==> src/rtl/asmd_divider_if.sv <==
// Start/result handshake bundle for the restoring divider.
// The master issues operands with start; the slave returns ready, done and results.
interface asmd_divider_if #(
    parameter int word_length = 4
);
    logic                   start;
    logic [word_length-1:0] dividend;
    logic [word_length-1:0] divisor;
    logic                   ready;
    logic                   done;
    logic [word_length-1:0] quotient;
    logic [word_length-1:0] remainder;
    logic                   div_by_zero;

    modport master (
        output start, dividend, divisor,
        input  ready, done, quotient, remainder, div_by_zero
    );

    modport slave (
        input  start, dividend, divisor,
        output ready, done, quotient, remainder, div_by_zero
    );
endinterface

==> src/rtl/asmd_divider.sv <==
// Sequential restoring shift-subtract divider: a two-state control FSM
// steering a shift/subtract datapath, one quotient bit per clock.
// Divide-by-zero and a zero dividend complete on the accept edge itself.
module asmd_divider #(
    parameter int word_length = 4
) (
    input  logic          clk,
    input  logic          reset,
    asmd_divider_if.slave bus
);
    localparam int cnt_w = $clog2(word_length + 1);

    typedef enum logic {S_IDLE, S_RUN} state_t;

    state_t state;
    state_t state_next;

    logic [word_length-1:0] dreg;
    logic [word_length-1:0] qreg;
    logic [word_length-1:0] qreg_next;
    // The partial remainder is always below the divisor, so the top bit of the
    // (word_length+1)-bit remainder is constantly zero and is not stored.
    logic [word_length-1:0] rreg;
    logic [word_length-1:0] rreg_next;
    logic [cnt_w-1:0]       cnt;

    logic accept_div0;
    logic accept_zero;
    logic accept_run;
    logic step;
    logic finish;

    // One restoring iteration: shift in the next dividend bit, try the subtract,
    // keep the difference and shift in 1 when there is no borrow.
    function automatic logic [2*word_length-1:0] div_step(
        input logic [word_length-1:0] r,
        input logic [word_length-1:0] q,
        input logic [word_length-1:0] d
    );
        logic [word_length:0] shifted;
        logic [word_length:0] trial;
        shifted = {r, q[word_length-1]};
        trial   = shifted - {1'b0, d};
        if (!trial[word_length]) begin
            return {trial[word_length-1:0], q[word_length-2:0], 1'b1};
        end
        return {shifted[word_length-1:0], q[word_length-2:0], 1'b0};
    endfunction

    assign bus.ready = (state == S_IDLE);

    // Next partial remainder and quotient shift register for the current iteration.
    always_comb begin
        {rreg_next, qreg_next} = div_step(rreg, qreg, dreg);
    end

    // Control state register.
    always_ff @(posedge clk or negedge reset) begin
        if (!reset) begin
            state <= S_IDLE;
        end else begin
            state <= state_next;
        end
    end

    // Next-state decode and datapath control strobes.
    always_comb begin
        state_next  = state;
        accept_div0 = 1'b0;
        accept_zero = 1'b0;
        accept_run  = 1'b0;
        step        = 1'b0;
        finish      = 1'b0;
        case (state)
            S_IDLE: begin
                if (bus.start) begin
                    if (bus.divisor == '0) begin
                        accept_div0 = 1'b1;
                    end else if (bus.dividend == '0) begin
                        accept_zero = 1'b1;
                    end else begin
                        accept_run = 1'b1;
                        state_next = S_RUN;
                    end
                end
            end
            S_RUN: begin
                step = 1'b1;
                if (cnt == cnt_w'(1)) begin
                    finish     = 1'b1;
                    state_next = S_IDLE;
                end
            end
            default: state_next = S_IDLE;
        endcase
    end

    // Datapath registers and registered results; results change only on completion.
    always_ff @(posedge clk or negedge reset) begin
        if (!reset) begin
            dreg            <= '0;
            qreg            <= '0;
            rreg            <= '0;
            cnt             <= '0;
            bus.done        <= 1'b0;
            bus.quotient    <= '0;
            bus.remainder   <= '0;
            bus.div_by_zero <= 1'b0;
        end else begin
            bus.done <= accept_div0 | accept_zero | finish;
            if (accept_div0) begin
                bus.quotient    <= '1;
                bus.remainder   <= bus.dividend;
                bus.div_by_zero <= 1'b1;
            end else if (accept_zero) begin
                bus.quotient    <= '0;
                bus.remainder   <= '0;
                bus.div_by_zero <= 1'b0;
            end else if (accept_run) begin
                dreg            <= bus.divisor;
                qreg            <= bus.dividend;
                rreg            <= '0;
                cnt             <= cnt_w'(word_length);
                bus.div_by_zero <= 1'b0;
            end else if (step) begin
                rreg <= rreg_next;
                qreg <= qreg_next;
                cnt  <= cnt - cnt_w'(1);
                if (finish) begin
                    bus.quotient  <= qreg_next;
                    bus.remainder <= rreg_next;
                end
            end
        end
    end
endmodule

==> src/flat_wrapper.sv <==
// flat-port wrapper written by rule: the top's interface ports become plain ports
module asmd_divider_flat 
#(
    parameter int word_length = 4
)
  (clk, reset, bus_start, bus_dividend, bus_divisor, bus_ready, bus_done, bus_quotient, bus_remainder, bus_div_by_zero);
  asmd_divider_if #(.word_length(word_length)) bus_i ();
  input  logic clk;
  input  logic reset;
  input wire logic [$bits(bus_i.start)-1:0] bus_start;
  input wire logic [$bits(bus_i.dividend)-1:0] bus_dividend;
  input wire logic [$bits(bus_i.divisor)-1:0] bus_divisor;
  output wire logic [$bits(bus_i.ready)-1:0] bus_ready;
  output wire logic [$bits(bus_i.done)-1:0] bus_done;
  output wire logic [$bits(bus_i.quotient)-1:0] bus_quotient;
  output wire logic [$bits(bus_i.remainder)-1:0] bus_remainder;
  output wire logic [$bits(bus_i.div_by_zero)-1:0] bus_div_by_zero;
  assign bus_i.start = bus_start;
  assign bus_i.dividend = bus_dividend;
  assign bus_i.divisor = bus_divisor;
  assign bus_ready = bus_i.ready;
  assign bus_done = bus_i.done;
  assign bus_quotient = bus_i.quotient;
  assign bus_remainder = bus_i.remainder;
  assign bus_div_by_zero = bus_i.div_by_zero;
  asmd_divider #(.word_length(word_length)) u_core (.clk(clk), .reset(reset), .bus(bus_i));
endmodule
==> config.mk <==
export PLATFORM = sky130hd
export DESIGN_NAME = asmd_divider_flat
export DESIGN_NICKNAME = d
export VERILOG_FILES = /design/src/rtl/asmd_divider_if.sv /design/src/rtl/asmd_divider.sv /design/src/flat_wrapper.sv
export SDC_FILE = /design/constraint.sdc
export NUM_CORES = 1
export LEC_CHECK = 0
export CORE_UTILIZATION = 46
export DETAILED_ROUTE_END_ITERATION = 10
export PLACE_DENSITY = 0.74
export REMOVE_ABC_BUFFERS = 1
export SLEW_MARGIN = 5
export SYNTH_ARGS = -nofsm -noshare
export SYNTH_HDL_FRONTEND = slang
export SYNTH_SLANG_ARGS = --single-unit
==> constraint.sdc <==
create_clock -name clk -period 2.12 [get_ports clk]
set_input_delay 0.424 -clock clk [delete_from_list [all_inputs] [get_ports clk]]
set_output_delay 0.424 -clock clk [all_outputs]
set_load 0.1 [all_outputs]
==> results of run 1 <==
==> cell families (layout without fill, tap and decap cells) <==
logic type / Yosys count / count (layout)
AO/OA/AOI/OAI: 31 / 31
flip-flops: 26 / 26
adder cells (fa/ha/maj): 7 / 7
multiplexers: 10 / 10
XOR/XNOR: 4 / 4
buffers and inverters: 12 / 50
AND/OR/NAND/NOR: 25 / 25
==> routing by layer <==
layer  global-route usage (%)  routed length [µm]  vias to the layer above
li1                         -                   -                      481
met1                     31.3                1280                      495
met2                     36.8                1360                       29
met3                     3.33                 142                        4
met4                     6.41                  27                        0
met5                        0                   0                        -
==> worst max-delay path, stage by stage, from the launching register on <==
cell	delay [ns]
dfrtp_1	0.43
inv_2	0.11
ha_4	0.14
inv_2	0.03
fa_2	0.33
a21o_1	0.17
a21oi_2	0.17
xnor2_2	0.17
buf_6	0.18
mux2i_4	0.25
a22o_1	0.15
==> state kept, by name, summed over array words and instances (netlist names) <==
register                count
u_core.state                1
u_core.bus.quotient         4
u_core.cnt                  3
u_core.bus.div_by_zero      1
u_core.bus.remainder        4
u_core.qreg                 4
u_core.rreg                 4
u_core.bus.done             1
u_core.dreg                 4
==> how the worst min path moves through the flow <==
stage	start	end	slack, ns	cells past startpoint
after floorplan	reset	u_core.bus.div_by_zero$_DFFE_PN0P_	0.13	0
after global placement	u_core.bus.div_by_zero$_DFFE_PN0P_	u_core.bus.div_by_zero$_DFFE_PN0P_	0.47	1
after detailed placement	u_core.bus.div_by_zero$_DFFE_PN0P_	u_core.bus.div_by_zero$_DFFE_PN0P_	0.48	1
after CTS	reset	u_core.bus.remainder[1]$_DFFE_PN0P_	0.44	2
after global routing	reset	u_core.bus.remainder[1]$_DFFE_PN0P_	0.47	2
final	reset	u_core.bus.remainder[1]$_DFFE_PN0P_	0.44	2
==> final cells by class <==
cell class,count,area (µm²)
flip-flops and latches,26,651
inverters,9,33.8
fillers,195,816
repair buffers,37,319
multi-input cells,77,636
well taps,30,37.5
clock buffers,3,22.5
clock inverters,1,30.0
==> placed cells by master (no fill, tap or decap), types with 2 or more instances in the layout <==
| master | instances |
|---|---|
| dfrtp_1 | 26 |
| buf_4 | 25 |
| nand2_1 | 13 |
| clkdlybuf4s50_1 | 10 |
| o21ai_0 | 7 |
| inv_1 | 6 |
| mux2i_1 | 5 |
| o21ai_1 | 5 |
| ha_1 | 5 |
| nor2_1 | 4 |
| a21o_1 | 4 |
| a22o_1 | 4 |
| a221o_1 | 4 |
| xor2_1 | 3 |
| mux2i_4 | 3 |
| clkbuf_4 | 3 |
| inv_2 | 2 |
| a21oi_1 | 2 |
| nand2b_1 | 2 |
| a22oi_1 | 2 |
==> what timing repair did <==
item,4_1_cts,5_1_grt
endpoints found under the setup margin,8,10
resized for setup,18,2
setup buffers,1,1
pin swaps,6,3
==> through the flow <==
step | hold WS [ns] | util, % | TNS [ns] | cells
6_report | 0.438 | 67.9 | -0.466 | 183
5_1_grt | 0.473 | 67.9 | -1.15 | 183
4_1_cts | 0.443 | 67.3 | -0.299 | 182
3_5_place_dp | 0.476 | 62.5 | -4.41 | 177
3_3_place_gp | 0.473 | 62.5 | -3.48 | 177
2_1_floorplan | 0.128 | - | -2.32 | 112
==> metrics.md, run 1 <==
| Metric | Value |
|---|---|
| Outcome | complete, but fails checks |
| Failing checks | negative setup slack |
| Diodes inserted | 0 |
| Worst setup startpoint | u_core.qreg[3]$_DFFE_PN0P_ |
| Synth Area in Adders | 7.48% |
| Layout cell share with drive strength beyond 1 | 28.8% |
| Top Ports | 22 |
| CP Data Required Time | 2.39 ns |
| Slew margin rel. | 77.5% |
| Clock Latency Late Sink | 0.33 ns |
| Final #Nets | 172 |
| Initial Util | 50.0% |
| Mux share of post-synthesis cell area | 8.07% |
| 1st-iter DRT viols | 23 |
| Min Tclk post-route | 2.20 ns |
| Via/cell ratio | 5.51 |
| Library cells used by synthesis | 28 |
| Pre-antenna DRT Iters | 4 |
| Async SR Flop Fraction | 100% |
| Antenna viol nets, final | 0 |
| Post-DR wirelength/cell | 15.4 µm |
| Fin crit share | 104% |
| Crit. End Element | register |
| Post-Route WL | 2.81 mm |
| H-Tree Depth | 1 |
| Clk slew on worst S/H paths | 0.15 ns |
| R2r startpoint | u_core.qreg[3]$_DFFE_PN0P_ |
| R2R setup slack | -0.08 ns |
| Slew Limit Fails | 0 |
| Count of final hold-check violations | 0 |
| Root Driver | clkbuf_4 |
| YS warnings | 0 |
| Top cells by count, synth | 26 x dfrtp_1, 13 x nand2_1, 12 x o21ai_0, 8 x inv_1, 8 x mux2i_1 |
| Main synth FF type | dfrtp_1 |
| Die Area | 2980 µm² |
| RSZ-0062 raised after global routing | true |
| Post-Synthesis Cell Area | 1270 µm² |
| Crit Path Max Fanout | 4 |
| Area share of the largest cell type after synthesis | 51.2% |
| Routability Congestion | 0.769 |
| Clock skew | 0.00840 ns |
| Largest family of logic cells by synthesized area | compound AO/OA/AOI/OAI gates |
| R2R Path End | u_core.rreg[0]$_DFFE_PN0P_ |
| Flops & latches, synth | 26 |
| Fmax | 0.456 GHz |
| Crit Path Class | register to register |
| Global route total overflow | 0 |
| Gate Count Post-Synth | 115 |
| Max-Cap Viols | 0 |
| HP Class | primary input to asynchronous set/reset pin |
| Clk sink count | 26 |
| Post-synthesis simple-gate area fraction | 9.45% |
| Largest net degree at the start of global routing | 27 |
| Worst Setup EP | u_core.rreg[0]$_DFFE_PN0P_ |
| Crit path DAT | 2.47 ns |
| Routed vias | 1009 |
| Input/output buffers | 21 |
| Clock Path Buffers | 2 |
| Synth area leaders | dfrtp_1 51%, mux2i_1 6.3%, ha_1 5.9%, o21ai_0 4.7%, nand2_1 3.8% |
| CTS tree | built |
| Global-route wire length before repair | 4.70 mm |
| Pre-CTS setup slack | -0.254 ns |
| Area of the core | 2540 µm² |
| PnR worst setup slack | -0.0750 ns |
| Rows | 18 |
| Die width | 54.6 µm |
| Synthesis-to-layout area growth | 36.0% |
| Inserted Clock Buffers | 3 |
| Count leader, synth | dfrtp_1 |
| Crit start category | register |
| DP HPWL | 2.06 mm |
| Sequential area share after synthesis | 51.2% |
| Xor-xnor portion of the synthesized cell area | 2.76% |
| Vias in the first global route | 999 |
| Placed instance area | 1590 µm² |
| Endpoints failing setup | 9 |
| Synth area leader | dfrtp_1 |
| Initial antenna violation count | 0 |
| Total Routing Usage GR | 22.7% |
| Post-synth EDFFs | 0 |
| # DRC | 0 |
| Slew @ Worst Pin | 0.335 ns |
| # hold bufs at CTS | 0 |
| Finished Cell Area | 1730 µm² |
| Reg2reg path depth | 10 |
| Die Span Y | 54.6 µm |
| Area fraction in compound gates after synthesis | 16.9% |
| Syn avg cell area | 11.1 µm² |
Power of run 1 is not shown: default switching activity piles up to over one toggle a cycle in this logic, so the estimate is an artifact.
==> run 2: changes to the inputs <==
--- a/config.mk
+++ b/config.mk
@@ -7,5 +7,6 @@
 export LEC_CHECK = 0
-export CORE_UTILIZATION = 46
+export CORE_UTILIZATION = 55
 export DETAILED_ROUTE_END_ITERATION = 10
-export PLACE_DENSITY = 0.74
+export DONT_BUFFER_PORTS = 1
+export PLACE_DENSITY = 0.73
 export REMOVE_ABC_BUFFERS = 1
==> constraint.sdc (replaced) <==
create_clock -name clk -period 2.12 [get_ports clk]
set_input_delay 0.318 -clock clk [delete_from_list [all_inputs] [get_ports clk]]
set_output_delay 0.318 -clock clk [all_outputs]
set_load 0.1 [all_outputs]
==> run 2 against run 1 <==
Compared with the run above: the run still ends with negative setup slack left; clock-buffer cell count stayed put; setup slack better by 0.027 ns; via count decreased by 5.9%; hold slack worse by 0.33 ns.
==> metrics.md, run 2 (synthesis gave the netlist of run 1 again) <==
| Metric | Value |
|---|---|
| Total Routing Usage GR | 24.3% (+1.6 points) |
| Antenna viol nets, final | 0 (unchanged) |
| Synthesis-to-layout area growth | 23.4% |
| Grt met3 use | 3.09% (-0.25 points) |
| Commonest non-fill, non-tap cells in the layout | 26 x dfrtp_1, 15 x buf_4, 13 x nand2_1 |
| WP buf/inv | 4 (+1) |
| H-Tree Depth | 1 (unchanged) |
| Commonest non-fill, non-tap cell in the layout | dfrtp_1 |
| Global-route wire length before repair | 4.44 mm (-5.4%) |
| Top Ports | 22 (unchanged) |
| Area of the core | 2190 µm² (-14%) |
| # DRC | 0 (unchanged) |
| R2r startpoint | u_core.qreg[3]$_DFFE_PN0P_ |
| Initial Util | 58.0% (+8.1 points) |
| Post-Route WL | 2.76 mm (-2.0%) |
| PnR worst setup slack | -0.0485 ns (+0.0266 ns) |
| CTS tree | built |
| RSZ-0062 raised after global routing | true |
| Slew Limit Fails | 0 (unchanged) |
| Pre-CTS setup slack | -0.172 ns (+0.0820 ns) |
| Crit. End Element | register |
| Endpoints failing setup | 8 (-1) |
| 1st-iter DRT viols | 32 (+39%) |
| Worst setup startpoint | u_core.qreg[3]$_DFFE_PN0P_ |
| Met2 GRT Util | 38.4% (+1.7 points) |
| Crit Path Class | register to register |
| Crit start category | register |
| Vias in the first global route | 964 (-3.5%) |
| Slew margin rel. | 39.6% (-38 points) |
| Most used routing layer | met2 |
| Post-DR wirelength/cell | 17.0 µm (+11%) |
| CP Data Required Time | 2.35 ns (-0.04 ns) |
| Pre-antenna DRT Iters | 5 (+1) |
| Routability Congestion | 0.831 (+8.1%) |
| Via/cell ratio | 5.86 (+6.2%) |
| Hold path start | bus_divisor[1] |
| Crit Path Max Fanout | 4 (unchanged) |
| Count of final hold-check violations | 0 (unchanged) |
| Clk sink count | 26 (unchanged) |
| Diodes inserted | 0 (unchanged) |
| HP Class | primary input to register |
| Fmax | 0.461 GHz (+1.2%) |
| Clock Latency Late Sink | 0.33 ns (about the same) |
| Outcome | complete, but fails checks |
| Met1 Use GR | 33.9% (+2.6 points) |
| Final #Nets | 153 (-11%) |
| Layout cell share with drive strength beyond 1 | 26.9% (-1.9 points) |
| Die width | 50.1 µm (-8.2%) |
| DP HPWL | 1.86 mm (-10%) |
| Clock skew | 0.0101 ns (+0.00166 ns) |
| Rows | 17 (-1) |
| Crit path DAT | 2.40 ns (-0.07 ns) |
| Clk slew on worst S/H paths | 0.15 ns (about the same) |
| Inserted Clock Buffers | 3 (unchanged) |
| Die Span Y | 50.1 µm (-8.2%) |
| Critical path's most frequent cell | inv_2 |
| Delay-heaviest family, CP | compound AO/OA/AOI/OAI gates |
| Worst path cell trace | inv_2 > ha_4 > inv_2 > fa_2 > a21o_1 > a21oi_2 > xnor2_2 > buf_6 > buf_4 > a221o_1 |
| Max-Cap Viols | 0 (unchanged) |
| Fin crit share | 102% (-1.3 points) |
| Largest stage delay, worst path | 0.42 ns (about the same) |
| Failing checks | negative setup slack |
| Largest net degree at the start of global routing | 27 (unchanged) |
| Slew @ Worst Pin | 0.906 ns (+0.571 ns) |
| Input/output buffers | 0 (-100%) |
| Root Driver | clkbuf_4 |
| Min Tclk post-route | 2.17 ns (-0.0266 ns) |
| Max stage delay cell, worst path | dfrtp_1 |
| Die Area | 2510 µm² (-16%) |
| Initial antenna violation count | 0 (unchanged) |
| Clock Path Buffers | 2 (unchanged) |
| Routed vias | 949 (-5.9%) |
| Global route total overflow | 0 (unchanged) |
-- run 2: cell count changes in the layout (fill, tap and decap cells not counted) --
cell,change
clkdlybuf4s50_1,-10
o21ai_2,+2
o21ai_1,-2
dlygate4sd3_1,+1
buf_4,-10
-- run 2: area by class of cell --
class | instances | area (µm²)
sequential | 26 | 651
multi-input combinational | 77 | 643
fill | 143 | 622
timing repair buffer | 18 | 154
tap | 28 | 35.0
inverter | 9 | 33.8
clock inverter | 1 | 30.0
clock buffer | 3 | 22.5
-- run 2: worst paths after layout --
path	endpoint	slack [ns]	depth (start not counted)
worst max-delay path	u_core.bus.quotient[0]$_DFFE_PN0P_	-0.05	10
worst min-delay path	u_core.dreg[1]$_DFFE_PN0P_	0.11	2
worst max register to register	u_core.bus.quotient[0]$_DFFE_PN0P_	-0.05	10
worst min register to register	u_core.cnt[1]$_DFFE_PN0P_	0.55	2
max in group asynchronous	u_core.rreg[0]$_DFFE_PN0P_	1.57	2
min in group asynchronous	u_core.bus.quotient[0]$_DFFE_PN0P_	0.40	2
-- run 2: routing by layer --
layer / wire, µm / part of all wire (%)
met3: 117 / 4.2
met1: 1230 / 45
met5: 0 / 0
met4: 46 / 1.7
met2: 1360 / 49
-- run 2: metrics by stage --
stage	instances	TNS [ns]	utilization [%]	instance area (µm²)	hold WS [ns]
5_1_grt	162	-1.15	71.6	1570	0.120
4_1_cts	161	-0.0376	69.7	1530	0.115
3_3_place_gp	153	-0.184	63.2	1390	0.0230
2_1_floorplan	112	-2.32	-	1250	0.0224
3_5_place_dp	153	-1.24	63.2	1390	0.0230
6_report	162	-0.231	71.6	1570	0.106
-- run 2: timing repair --
item / 4_1_cts / 5_1_grt
endpoints found under the hold margin: 26 / 0
buffers inserted: 2 / 1
pin swaps: 3 / 4
endpoints found under the setup margin: 9 / 9
resized for setup: 14 / 8
hold buffers: 2 / 0
Power of run 2 is left out for the same reason.
